--- src/rtl/id_pkg.sv ---
// Shared constants and types for the $DFA0-$DFFF identification window.
// Address map and toggle patterns must match the ID responder side.
package id_pkg;

    localparam logic [15:0] TOG_ADDR  = 16'hDFFF;
    localparam logic [15:0] IDC_ADDR  = 16'hDFFE;
    localparam logic [15:0] VERH_ADDR = 16'hDFFD;
    localparam logic [15:0] VERL_ADDR = 16'hDFFC;
    localparam logic [15:0] STR_ADDR  = 16'hDFA0;

    localparam logic [7:0] EXPECT_ID = 8'h43;
    localparam logic [7:0] TOG_PAT_A = 8'h55;
    localparam logic [7:0] TOG_PAT_B = 8'hAA;

    localparam int STR_MAX_DEF = 20;
    localparam int TIMEOUT_DEF = 255;

    typedef enum logic [2:0] {
        ERR_OK       = 3'd0,
        ERR_TIMEOUT  = 3'd1,
        ERR_TOGGLE   = 3'd2,
        ERR_ID       = 3'd3,
        ERR_OVERFLOW = 3'd4
    } err_code_t;

    typedef enum logic [2:0] {
        ST_IDLE,
        ST_TOG1,
        ST_TOG2,
        ST_IDC,
        ST_VERH,
        ST_VERL,
        ST_STR,
        ST_FIN
    } probe_state_t;

    function automatic logic is_toggle_pat(input logic [7:0] b);
        return (b == TOG_PAT_A) || (b == TOG_PAT_B);
    endfunction

endpackage

--- src/rtl/bus_rd_master.sv ---
// Single-read bus master: holds req/addr until ack or until the per-read
// timeout expires. rdone/rtimeout/rdata are combinational in the ack cycle.
module bus_rd_master #(
    parameter int TIMEOUT = 255
) (
    input  logic        i_clk,
    input  logic        i_rst_n,
    input  logic        i_go,
    input  logic [15:0] i_addr,
    output logic        o_bus_req,
    output logic [15:0] o_bus_addr,
    input  logic        i_bus_ack,
    input  logic [7:0]  i_bus_din,
    output logic        o_rdone,
    output logic        o_rtimeout,
    output logic [7:0]  o_rdata
);

    logic        r_req;
    logic [15:0] r_addr;
    logic [7:0]  r_cnt;
    logic        w_last;

    // r_cnt counts req-high cycles from 0, so req stays up exactly TIMEOUT cycles.
    assign w_last     = (r_cnt == 8'(TIMEOUT - 1));
    assign o_rdone    = r_req & i_bus_ack;
    assign o_rtimeout = r_req & ~i_bus_ack & w_last;
    assign o_rdata    = i_bus_din;
    assign o_bus_req  = r_req;
    assign o_bus_addr = r_addr;

    always_ff @(posedge i_clk) begin
        if (!i_rst_n) begin
            r_req  <= 1'b0;
            r_addr <= 16'h0000;
            r_cnt  <= 8'h00;
        end else if (r_req) begin
            if (i_bus_ack || w_last) begin
                r_req <= 1'b0;
            end else begin
                r_cnt <= r_cnt + 8'h01;
            end
        end else if (i_go) begin
            r_req  <= 1'b1;
            r_addr <= i_addr;
            r_cnt  <= 8'h00;
        end
    end

endmodule

--- src/rtl/id_probe.sv ---
// Identification-window probe: walks toggle, ID, version and copyright string
// reads through bus_rd_master and reports detected/err_code to the host.
module id_probe
    import id_pkg::*;
#(
    parameter int STR_MAX = STR_MAX_DEF,
    parameter int TIMEOUT = TIMEOUT_DEF
) (
    input  logic         i_clk,
    input  logic         i_rst_n,
    input  logic         i_start,
    output logic         o_busy,
    output logic         o_done,
    output logic         o_detected,
    output logic [2:0]   o_err_code,
    output logic [15:0]  o_version,
    output logic [4:0]   o_str_len,
    input  logic [4:0]   i_str_rd_idx,
    output logic [7:0]   o_str_rd_data,
    output logic         o_bus_req,
    output logic [15:0]  o_bus_addr,
    input  logic         i_bus_ack,
    input  logic [7:0]   i_bus_din,
    output probe_state_t o_state
);

    probe_state_t r_state;
    probe_state_t w_next;
    logic         r_pending;
    logic [7:0]   r_t1;
    logic         r_detected;
    err_code_t    r_err;
    logic [15:0]  r_version;
    logic [4:0]   r_str_len;
    logic [4:0]   r_n;
    logic [7:0]   r_buf [STR_MAX];

    logic         w_go;
    logic [15:0]  w_rd_addr;
    logic         w_rdone;
    logic         w_rtimeout;
    logic [7:0]   w_rdata;
    logic         w_str_last;

    bus_rd_master #(.TIMEOUT(TIMEOUT)) u_rd (
        .i_clk      (i_clk),
        .i_rst_n    (i_rst_n),
        .i_go       (w_go),
        .i_addr     (w_rd_addr),
        .o_bus_req  (o_bus_req),
        .o_bus_addr (o_bus_addr),
        .i_bus_ack  (i_bus_ack),
        .i_bus_din  (i_bus_din),
        .o_rdone    (w_rdone),
        .o_rtimeout (w_rtimeout),
        .o_rdata    (w_rdata)
    );

    assign w_str_last = (r_n == 5'(STR_MAX - 1));

    always_ff @(posedge i_clk) begin
        if (!i_rst_n) r_state <= ST_IDLE;
        else          r_state <= w_next;
    end

    // Each read state issues one go, then waits for rdone or rtimeout; the
    // state change on completion guarantees an idle bus cycle before the next go.
    always_comb begin
        w_next    = r_state;
        w_go      = 1'b0;
        w_rd_addr = 16'h0000;
        case (r_state)
            ST_IDLE: if (i_start) w_next = ST_TOG1;
            ST_FIN:  w_next = ST_IDLE;
            default: begin
                w_go = ~r_pending;
                case (r_state)
                    ST_TOG1, ST_TOG2: w_rd_addr = TOG_ADDR;
                    ST_IDC:           w_rd_addr = IDC_ADDR;
                    ST_VERH:          w_rd_addr = VERH_ADDR;
                    ST_VERL:          w_rd_addr = VERL_ADDR;
                    default:          w_rd_addr = STR_ADDR + {11'b0, r_n};
                endcase
                if (w_rtimeout) begin
                    w_next = ST_FIN;
                end else if (w_rdone) begin
                    case (r_state)
                        ST_TOG1: w_next = is_toggle_pat(w_rdata) ? ST_TOG2 : ST_FIN;
                        ST_TOG2: w_next = (w_rdata == ~r_t1) ? ST_IDC : ST_FIN;
                        ST_IDC:  w_next = (w_rdata == EXPECT_ID) ? ST_VERH : ST_FIN;
                        ST_VERH: w_next = ST_VERL;
                        ST_VERL: w_next = ST_STR;
                        default: if (w_rdata == 8'h00 || w_str_last) w_next = ST_FIN;
                    endcase
                end
            end
        endcase
    end

    always_ff @(posedge i_clk) begin
        if (!i_rst_n) begin
            r_pending  <= 1'b0;
            r_t1       <= 8'h00;
            r_detected <= 1'b0;
            r_err      <= ERR_OK;
            r_version  <= 16'h0000;
            r_str_len  <= 5'd0;
            r_n        <= 5'd0;
        end else begin
            if (w_go)                        r_pending <= 1'b1;
            else if (w_rdone || w_rtimeout)  r_pending <= 1'b0;

            if (r_state == ST_IDLE && i_start) begin
                r_detected <= 1'b0;
                r_err      <= ERR_OK;
                r_version  <= 16'h0000;
                r_str_len  <= 5'd0;
                r_n        <= 5'd0;
            end

            if (w_rtimeout) begin
                r_err <= ERR_TIMEOUT;
            end else if (w_rdone) begin
                case (r_state)
                    ST_TOG1: begin
                        if (is_toggle_pat(w_rdata)) r_t1  <= w_rdata;
                        else                        r_err <= ERR_TOGGLE;
                    end
                    ST_TOG2: if (w_rdata != ~r_t1)     r_err <= ERR_TOGGLE;
                    ST_IDC:  if (w_rdata != EXPECT_ID) r_err <= ERR_ID;
                    ST_VERH: r_version[15:8] <= w_rdata;
                    ST_VERL: begin
                        r_version[7:0] <= w_rdata;
                        r_n            <= 5'd0;
                    end
                    ST_STR: begin
                        if (w_rdata == 8'h00) begin
                            r_str_len  <= r_n;
                            r_detected <= 1'b1;
                        end else if (w_str_last) begin
                            r_err     <= ERR_OVERFLOW;
                            r_str_len <= 5'(STR_MAX);
                        end else begin
                            r_n <= r_n + 5'd1;
                        end
                    end
                    default: ;
                endcase
            end
        end
    end

    // Buffer contents are qualified by r_str_len, so they need no reset.
    always_ff @(posedge i_clk) begin
        if (i_rst_n && r_state == ST_STR && w_rdone && w_rdata != 8'h00)
            r_buf[r_n] <= w_rdata;
    end

    assign o_str_rd_data = (i_str_rd_idx < r_str_len) ? r_buf[i_str_rd_idx] : 8'hFF;
    assign o_busy        = (r_state != ST_IDLE) && (r_state != ST_FIN);
    assign o_done        = (r_state == ST_FIN);
    assign o_detected    = r_detected;
    assign o_err_code    = r_err;
    assign o_version     = r_version;
    assign o_str_len     = r_str_len;
    assign o_state       = r_state;

endmodule

--- config.mk ---
export PLATFORM = sky130hd
export DESIGN_NAME = id_probe
export DESIGN_NICKNAME = d
export VERILOG_FILES = /design/src/rtl/id_pkg.sv /design/src/rtl/bus_rd_master.sv /design/src/rtl/id_probe.sv
export SDC_FILE = /design/constraint.sdc
export NUM_CORES = 1
export LEC_CHECK = 0
export CAP_MARGIN = 20
export CORE_ASPECT_RATIO = 0.6
export CORE_UTILIZATION = 55
export CTS_BUF_LIST = sky130_fd_sc_hd__clkbuf_2
export CTS_CLUSTER_SIZE = 28
export DETAILED_ROUTE_END_ITERATION = 8
export PLACE_DENSITY = 0.76
export SLEW_MARGIN = 25
export SYNTH_ARGS = -nofsm -noshare
export SYNTH_HDL_FRONTEND = slang
export SYNTH_SLANG_ARGS = --single-unit
--- constraint.sdc ---
create_clock -name i_clk -period 2.4 [get_ports i_clk]
set_input_delay 0.6 -clock i_clk [delete_from_list [all_inputs] [get_ports i_clk]]
set_output_delay 0.6 -clock i_clk [all_outputs]
set_load 0.1 [all_outputs]
== Word-level counts from Yosys, hierarchy flattened ==
Memory sizes are Yosys's and may differ from the RTL's.
Index checks and enable logic that the tools add are counted.

* Add/sub/neg operators: 3
* Order comparisons: 1
* Eq/ne operators: 18
* Muxes and demuxes: 54
* Bitwise gates (word level): 9
* Reduce and logical (&&, ||, !) cells: 24

{| class="wikitable"
|+ Operator list
! cell !! number
|-
| two-way mux 16 bit || 4
|-
| case mux 16 bit (4 select lines) || 1
|-
| two-way mux 5 bit || 11
|-
| two-way mux 8 bit || 6
|-
| two-way mux 3 bit || 13
|-
| adder 15 x 6 -> 16 bit, first input constant || 1
|-
| equality test 8 x 7 -> 1 bit, second input constant || 2
|-
| equality test 8 bit, second input constant || 2
|-
| case mux 3 bit (5 select lines) || 1
|-
| two-way mux 1 bit || 14
|-
| equality test 3 bit, second input constant || 4
|-
| case mux 3 bit (4 select lines) || 1
|-
| case mux 5 bit (2 select lines) || 1
|-
| nonzero test 9 bit || 1
|-
| adder 8 x 1 -> 8 bit, second input constant || 1
|-
| equality test 8 bit || 1
|-
| logical NOT 8 bit || 1
|-
| != test 8 x 7 -> 1 bit, second input constant || 1
|-
| != test 8 bit || 1
|-
| NOT 8 bit || 1
|-
| nonzero test 8 bit || 1
|-
| equality test 3 x 2 -> 1 bit, second input constant || 2
|-
| case mux 3 bit (2 select lines) || 1
|-
| OR reduction 2 bit || 3
|-
| other kinds (18) || 34
|}

* Register bits after elaboration: 67
* RAM bits: 160
* Input bits: 17
* Memories: 1

{| class="wikitable"
|+ Memories
! name !! words !! bits a word !! rd ports !! clocked after memory_dff !! write ports !! line !! RTL
|-
| r_buf || 20 || 8 || 1 || 0 || 1 || id_probe.sv:36 || <nowiki>logic [7:0] r_buf [STR_MAX];</nowiki>
|}

== Longest topological paths before layout ==
Gate-level depths: netlist (run 1).

* Word-level depth: 8
* Gate-level depth with buffers: 8
* Gate-level depth less buffers: 7

== Hierarchy ==
From an unflattened synthesis (run 1), not the netlist that was laid out.

* Cells, all modules: 724
* Area, all modules: 9728.1 sq um

{| class="wikitable"
|+ Modules (own cells, without submodules)
! module !! instances !! cells each !! area an instance (sq um)
|-
| id_probe || 1 || 584 || 8592.0
|-
| bus_rd_master || 1 || 140 || 1136.1
|}

== Worst setup path after synthesis (run 1) ==
OpenSTA, ideal clock, no wires.

* Kind: reg-to-output
* Start: register r_state[2] (netlist: o_state[2])
* End: output o_busy
* Data arrival time: 2990 ps
* Slack: -1190 ps
* Cell stages (with the launch flop): 5
* Path through: dfxtp_1 > buf_2 > nand3_1 > inv_1 > nor2_1

* Word-level cells in the longest chain between the ends: 2
* Elaborated cells between the ends (all ways): 3
* Classes of those cells: 1 x eq/ne; 2 x reduce/logical

{| class="wikitable"
|+ RTL lines
! item !! line !! RTL
|-
| start, declared || id_probe.sv:27 || <nowiki>probe_state_t r_state;</nowiki>
|-
| start signal, assigned || id_probe.sv:63 || <nowiki>else r_state <= w_next;</nowiki>
|-
| != test 3 bit / nonzero test 3 bit (equally long branches) || id_probe.sv:160 || <nowiki>assign o_busy = (r_state != ST_IDLE) && (r_state != ST_FIN);</nowiki>
|-
| logical AND 1 bit (*) || id_probe.sv:160 ||
|-
| end, declared || id_probe.sv:12 || <nowiki>output logic o_busy,</nowiki>
|}

Every way passes the cells marked *; elsewhere a longest branch is shown, timed or not.

== Worst setup path after layout (run 1) ==
* Start: input i_str_rd_idx[2]
* End: output o_str_rd_data[7]

* Word-level cells in the longest chain between the ends: 2
* Elaborated cells between the ends (all ways): 3
* Classes of those cells: 1 x order compare; 1 x mux; 1 x memory

{| class="wikitable"
|+ RTL lines
! item !! line !! RTL
|-
| start, declared || id_probe.sv:18 || <nowiki>input logic [4:0] i_str_rd_idx,</nowiki>
|-
| memory read (20 x 8 bit) / < comparator 5 bit (equally long branches) || -- ||
|-
| two-way mux 8 bit (*) || id_probe.sv:159 || <nowiki>assign o_str_rd_data = (i_str_rd_idx < r_str_len) ? r_buf[i_str_rd_idx] : 8'hFF;</nowiki>
|-
| end, declared || id_probe.sv:19 || <nowiki>output logic [7:0] o_str_rd_data,</nowiki>
|}

Marked as above.

==> results of run 1 <==
logic make-up (layout without fill, tap and decap cells):
| group | after synthesis | after routing | share of synthesized area (%) |
|---|---|---|---|
| fa+ha+maj | 10 | 10 | 1.34 |
| xor+xnor | 16 | 16 | 1.51 |
| mux | 57 | 57 | 9.37 |
| compound gates | 124 | 124 | 8.97 |
| other cells | 1 | 1 | 0.0403 |
| buf+inv | 58 | 255 | 3.04 |
| flops | 218 | 218 | 64.1 |
| simple gates | 208 | 208 | 11.6 |
worst min-delay path: stages, from the launching register on:
cell     delay (ns)
dfxtp_1        0.33
nand2_1        0.05
a21oi_1        0.05
per-stage QoR:
| step | power [mW] | cell area [µm²] | util, % | worst slack [ns] |
|---|---|---|---|---|
| floorplan | 5.91 | 9530 | - | -0.153 |
| global placement | 6.41 | 10900 | 66.6 | -0.646 |
| detailed placement | 6.46 | 10900 | 66.6 | -0.884 |
| CTS | 8.74 | 11500 | 69.9 | -0.608 |
| global route | 9.04 | 11500 | 70.4 | -0.606 |
| finish | 8.73 | 11500 | 70.4 | -0.513 |
sequential cells by signal, indices dropped and copies added (netlist names):
name and count:
o_str_len 5, o_state 3, r_n 5, u_rd.o_bus_addr 7, u_rd.o_bus_req 1, r_pending 1, r_t1 8, o_detected 1
o_err_code 3, r_buf 160, o_version 16, u_rd.r_cnt 8
cell usage after synthesis, types with 9 or more instances:
master    instances  area (µm²)
a22oi_1           9        67.6
edfxtp_1        160        4800
buf_4            10        75.1
nand2_1          56         210
a21oi_1          46         230
buf_2            15        75.1
xnor2_1          14         123
mux4_2           24         541
clkbuf_1         15        56.3
dfxtp_1          58        1160
o21ai_0          16        80.1
a32oi_1          11        96.3
inv_1            10        37.5
mux2i_1          32         320
ha_1             10         125
nor2_1           46         173
nand3_1          41         205
per-layer routing:
layer	vias to the layer above	wire [µm]	share of wire, %
met5	-	0	0
met4	0	424	1.7
met3	42	3020	12
met2	396	10800	44
met1	3272	10600	43
li1	2990	-	-
worst min path at each step:
stage | slack, ns | to | start | cells past startpoint
2_1_floorplan | 0.44 | r_pending | r_pending | 1
5_1_grt | 0.49 | u_rd.o_bus_addr[1] | u_rd.o_bus_addr[1] | 2
3_5_place_dp | 0.45 | u_rd.o_bus_addr[1] | u_rd.o_bus_addr[1] | 2
4_1_cts | 0.47 | u_rd.o_bus_addr[1] | u_rd.o_bus_addr[1] | 2
6_report | 0.46 | u_rd.o_bus_addr[1] | u_rd.o_bus_addr[1] | 2
3_3_place_gp | 0.44 | u_rd.o_bus_addr[1] | u_rd.o_bus_addr[1] | 2
report_power, final:
group | switching (mW) | internal (mW) | total, mW
combinational | 1.65 | 0.622 | 2.27
clock | 1.46 | 0.797 | 2.25
sequential | 0.0922 | 4.11 | 4.20
final cells by class:
class                           instances  area [µm²]  area share [%]
Sequential cell                       218        5990            51.9
Multi-Input combinational cell        416        3340            28.9
Timing Repair Buffer                  156        1440            12.5
Clock buffer                           70         350            3.04
Tap cell                              228         285            2.47
Clock inverter                         19        86.3           0.748
Inverter                               10        46.3           0.401
repair_timing:
item / 4_1_cts / 5_1_grt
setup buffers: 5 / 3
resized for setup: 16 / 12
setup endpoints to repair: 10 / 11
pin swaps: 2 / 3
==> flow_metrics.env, run 1 <==
export IMPL_layout_commonest_cell="edfxtp_1"
export IMPL_vias=6700
export IMPL_wl_per_cell_um=22.2
export IMPL_die_x_um=170
export IMPL_cp_required_ns=1.80
export IMPL_clk_pin_slew_ns=0.10
export IMPL_finalHoldViolations=0
export IMPL_grt_pass1_wl_um=37200
export IMPL_met3_usage_pct=9.98
export IMPL_io_pins=72
export IMPL_cp_max_fo=8
export IMPL_clk_latency_ns=0.77
export IMPL_clock_path_buffers=3
export IMPL_areaGrowthSynthToFinish_pct=24.0
export IMPL_avgSynthCellArea_um2=13.4
export IMPL_crit_cells=6
export IMPL_max_stage_delay_ns=0.52
export IMPL_layout_setup_ws_ns=-0.513
export IMPL_slew_violations=0
export IMPL_slowest_stage="clkdlybuf4s50_1"
export IMPL_grt_pass1_vias=6494
export IMPL_violations="negative setup slack"
export IMPL_met1_usage_pct=42.0
export IMPL_netlist_area_um2=9300
export IMPL_portBuffers=70
export IMPL_critical_path_class="in2out"
export IMPL_grtUsageTotal_pct=29.2
export IMPL_synthDistinctLibCells=64
export IMPL_fin_cells=1117
export IMPL_holdBufCountCts=0
export IMPL_fill_cells=1113
export IMPL_drive_above_1_share_pct=34.2
export IMPL_grt_busiest_layer="met2"
export IMPL_first_pass_iters=5
export IMPL_synth_seq_area_share_pct=64.1
export IMPL_path_delay_family="buffers and inverters"
export IMPL_vdd_drop_max_mv=0.602
export IMPL_grt_util_met2_pct=42.1
export IMPL_async_flop_share_pct=0
export IMPL_rows=36
export IMPL_dp_cells=1021
export IMPL_cts_buffers=48
export IMPL_layout_nets=877
export IMPL_synthCells=692
export IMPL_ys_seq_elements=218
export IMPL_path_cells="clkdlybuf4s50_1, buf_4, nor3b_4, a22oi_1, nand3_4, buf_12"
export IMPL_antenna_found_initial=0
export IMPL_start_util_pct=56.7
export IMPL_synth_warnings=0
export IMPL_skew_ns=0.0350
export IMPL_cts_sinks=218
export IMPL_vias_per_cell=6.00
export IMPL_antenna_cells_inserted=0
export IMPL_fin_tns_setup_ns=-4.01
export IMPL_hold_slack_ns=0.464
export IMPL_end_kind="output pin"
export IMPL_critPathLaunch="i_str_rd_idx[2]"
export IMPL_p_per_area_nw_per_um2=756
export IMPL_coreArea_um2=16400
export IMPL_cp_arrival_ns=2.31
export IMPL_tritoncts="done"
export IMPL_slew_headroom_pct=50.2
export IMPL_endpoint="o_str_rd_data[7]"
export IMPL_grt_max_degree=40
export IMPL_period_share_pct=121
export IMPL_hold_path_class="reg2reg"
export IMPL_timing_rr_start="o_state[2]"
export IMPL_timing_rr_end="r_buf[1][6]"
export IMPL_first_iter_violations=564
export IMPL_cap_viol_max_count=0
export IMPL_syn_num_nets=719
export IMPL_ys_flop_type="edfxtp_1"
export IMPL_drc_errors=0
export IMPL_r2r_cells=6
export IMPL_p_leak_nw=4.07
export IMPL_cts_root_buffer="clkbuf_2"
export IMPL_crit_buf_inv=3
export IMPL_drtAntennaViolNets=0
export IMPL_outcome="finished, violations left"
export IMPL_worstSetupStartpointType="input port"
export IMPL_final_cell_mix="edfxtp_1, buf_4, clkbuf_2"
export IMPL_synth_edf_count=160
export IMPL_hpwl_um=17000
export IMPL_setup_viol=8
export IMPL_rrSetupSlack_ns=0.13
export IMPL_grt_overflow=0
export IMPL_place_congestion=0.910
export IMPL_die_h_um=103
export IMPL_rsz0062_at_grt="yes"
export IMPL_wl_um=24800
export IMPL_die_area_um2=17500
export IMPL_cts_htree_levels=2
export IMPL_worstMarginPinSlew_ns=0.741
export IMPL_period_minus_slack_ns=2.91
export IMPL_fmax_mhz=343
Power figures use the tool's default switching activity.
==> inputs of run 2 (changes only) <==
Settings changed: CELL_PAD_IN_SITES_DETAIL_PLACEMENT from default to 2, CELL_PAD_IN_SITES_GLOBAL_PLACEMENT from default to 2, CORE_UTILIZATION 55 to 39.
==> run 2 against run 1 <==
- the flow still finishes with violations (negative setup slack)
- clock power is 33% higher
- power is 12% higher
- design area is 4.2% higher
- worst hold slack better by 0.018 ns
- highest routed layer unchanged
- die area is 40% higher
- critical endpoint is now o_str_rd_data[1]
==> flow_metrics.env, run 2 (same netlist as run 1, synthesis figures left out) <==
export IMPL_vdd_drop_max_mv=0.481
export IMPL_clock_path_buffers=3
export IMPL_p_int_mw=6.05
export IMPL_cp_arrival_ns=2.67
export IMPL_layout_commonest_cell="edfxtp_1"
export IMPL_hold_path_class="reg2reg"
export IMPL_period_share_pct=136
export IMPL_max_stage_delay_ns=0.55
export IMPL_areaGrowthSynthToFinish_pct=29.2
export IMPL_p_leak_nw=4.31
export IMPL_wl_um=39900
export IMPL_crit_buf_inv=1
export IMPL_rsz0062_at_grt="yes"
export IMPL_total_power_mw=9.76
export IMPL_violations="negative setup slack"
export IMPL_path_delay_family="multiplexers"
export IMPL_drive_above_1_share_pct=37.7
export IMPL_period_minus_slack_ns=3.27
export IMPL_worstMarginPinSlew_ns=0.762
export IMPL_cp_max_fo=1
export IMPL_r2r_cells=11
export IMPL_critical_path_class="reg2out"
export IMPL_skew_ns=0.105
export IMPL_largest_reg_flops=160
export IMPL_wl_met1_um=16800
export IMPL_layout_setup_ws_ns=-0.868
export IMPL_die_area_um2=24500
export IMPL_place_congestion=0.908
export IMPL_finalHoldViolations=0
export IMPL_slew_headroom_pct=48.9
export IMPL_die_h_um=122
export IMPL_hold_path_cell_count=2
export IMPL_hpwl_um=23500
export IMPL_first_iter_violations=601
export IMPL_cts_root_buffer="clkbuf_2"
export IMPL_slew_violations=0
export IMPL_power_switching_mw=3.71
export IMPL_layout_nets=913
export IMPL_fmax_mhz=306
export IMPL_final_cell_area_um2=12000
export IMPL_cp_required_ns=1.80
export IMPL_cts_htree_levels=2
export IMPL_end_kind="output pin"
export IMPL_drtAntennaViolNets=0
export IMPL_rows=43
export IMPL_first_pass_iters=5
export IMPL_vias_per_cell=5.99
export IMPL_p_per_area_nw_per_um2=812
export IMPL_start_util_pct=40.0
export IMPL_final_cell_mix="edfxtp_1, buf_4, clkbuf_2"
export IMPL_vias=7440
export IMPL_portBuffers=70
export IMPL_crit_cells=4
export IMPL_grtUsageTotal_pct=31.2
export IMPL_tritoncts="done"
export IMPL_switching_share_pct=38.0
export IMPL_clk_pin_slew_ns=0.20
export IMPL_slowest_stage="mux4_2"
export IMPL_holdBufCountCts=0
export IMPL_antenna_found_initial=1
export IMPL_setup_viol=11
export IMPL_fill_cells=2217
export IMPL_cts_buffers=51
export IMPL_clk_latency_ns=0.94
export IMPL_grt_pass1_vias=7878
export IMPL_io_pins=72
export IMPL_path_cells="mux4_2, a22oi_1, nand3_4, buf_12"
export IMPL_cap_viol_max_count=0
export IMPL_met2_length_um=18900
export IMPL_cts_sinks=218
export IMPL_coreArea_um2=23200
export IMPL_routed_wl_met3_um=2940
export IMPL_highest_layer="met4"
export IMPL_wl_per_cell_um=32.1
export IMPL_regMostFlops="r_buf"
export IMPL_fin_tns_setup_ns=-6.64
export IMPL_combPwrFrac_pct=26.4
export IMPL_place_area_um2=11200
export IMPL_clkPwrFrac_pct=30.6
export IMPL_outcome="finished, violations left"
export IMPL_grt_max_degree=40
export IMPL_drc_errors=0
export IMPL_grt_pass1_wl_um=54900
export IMPL_grt_overflow=0
export IMPL_worstSetupStartpointType="flop"
export IMPL_die_x_um=201
export IMPL_p_seq_share_pct=43.0
-- run 2: changes by cell type in the layout (fill, tap and decap cells not counted), sizes merged --
cell | previous run | this run
clkinv | 17 | 5
bufinv | 0 | 3
diode | 0 | 1
buf | 142 | 175
clkinvlp | 3 | 2
clkdlybuf4s50 | 13 | 14
clkbuf | 70 | 84
dlygate4sd2 | 1 | 0
-- run 2: power groups by stage --
stage | clock network [mW] | logic, mW | registers [mW]
finish | 2.99 | 2.58 | 4.19
global placement | 0 | 2.25 | 4.27
CTS | 2.86 | 2.46 | 4.19
floorplan | 0 | 1.20 | 4.71
detailed placement | 0 | 2.32 | 4.27
global route | 3.18 | 2.64 | 4.20
-- run 2: final timing paths --
kind,endpoint,slack (ns),start
worst max-delay path,o_str_rd_data[1],-0.87,r_buf[10][1]
worst max register to register,o_err_code[2],-0.02,o_state[0]
worst min register to register,u_rd.o_bus_addr[1],0.48,u_rd.o_bus_addr[1]
worst min-delay path,u_rd.o_bus_addr[1],0.48,u_rd.o_bus_addr[1]
-- run 2: routing by layer --
metal	track usage, %	up-vias
met1	41.1	3859
met3	7.49	93
met2	50.6	437
li1	-	3051
met5	0	-
met4	11.7	0
-- run 2: area by class of cell --
class	count	area (µm²)	area share, %
sequential	218	5990	49.9
multi-input combinational	416	3330	27.7
timing repair buffer	189	1720	14.3
clock buffer	84	420	3.50
tap	315	394	3.28
clock inverter	9	116	0.968
inverter	10	43.8	0.364
antenna	1	2.50	0.0208
-- run 2: stage by stage --
| stage | setup WS, ns | util (%) | std cells | hold slack, ns |
|---|---|---|---|---|
| floorplan | -0.153 | - | 692 | 0.437 |
| global placement | -0.708 | 48.2 | 1132 | 0.448 |
| detailed placement | -0.860 | 48.2 | 1132 | 0.467 |
| CTS | -0.804 | 51.2 | 1236 | 0.482 |
| global route | -0.937 | 51.7 | 1242 | 0.513 |
| finish | -0.868 | 51.7 | 1242 | 0.483 |
-- run 2: repair_timing --
action | 4_1_cts | 5_1_grt
pin swaps | 3 | 4
gates resized for setup | 18 | 15
buffers inserted | 12 | 5
setup endpoints to repair | 20 | 37
-- run 2: worst reg2reg max path: stages (launching register included) --
cell      delay, ns
dfxtp_4        0.38
buf_12         0.13
buf_4          0.13
buf_4          0.13
buf_4          0.15
nand3b_1       0.27
a211oi_4       0.30
buf_4          0.21
buf_4          0.13
a22oi_1        0.08
nor3_1         0.29
o21a_1         0.19
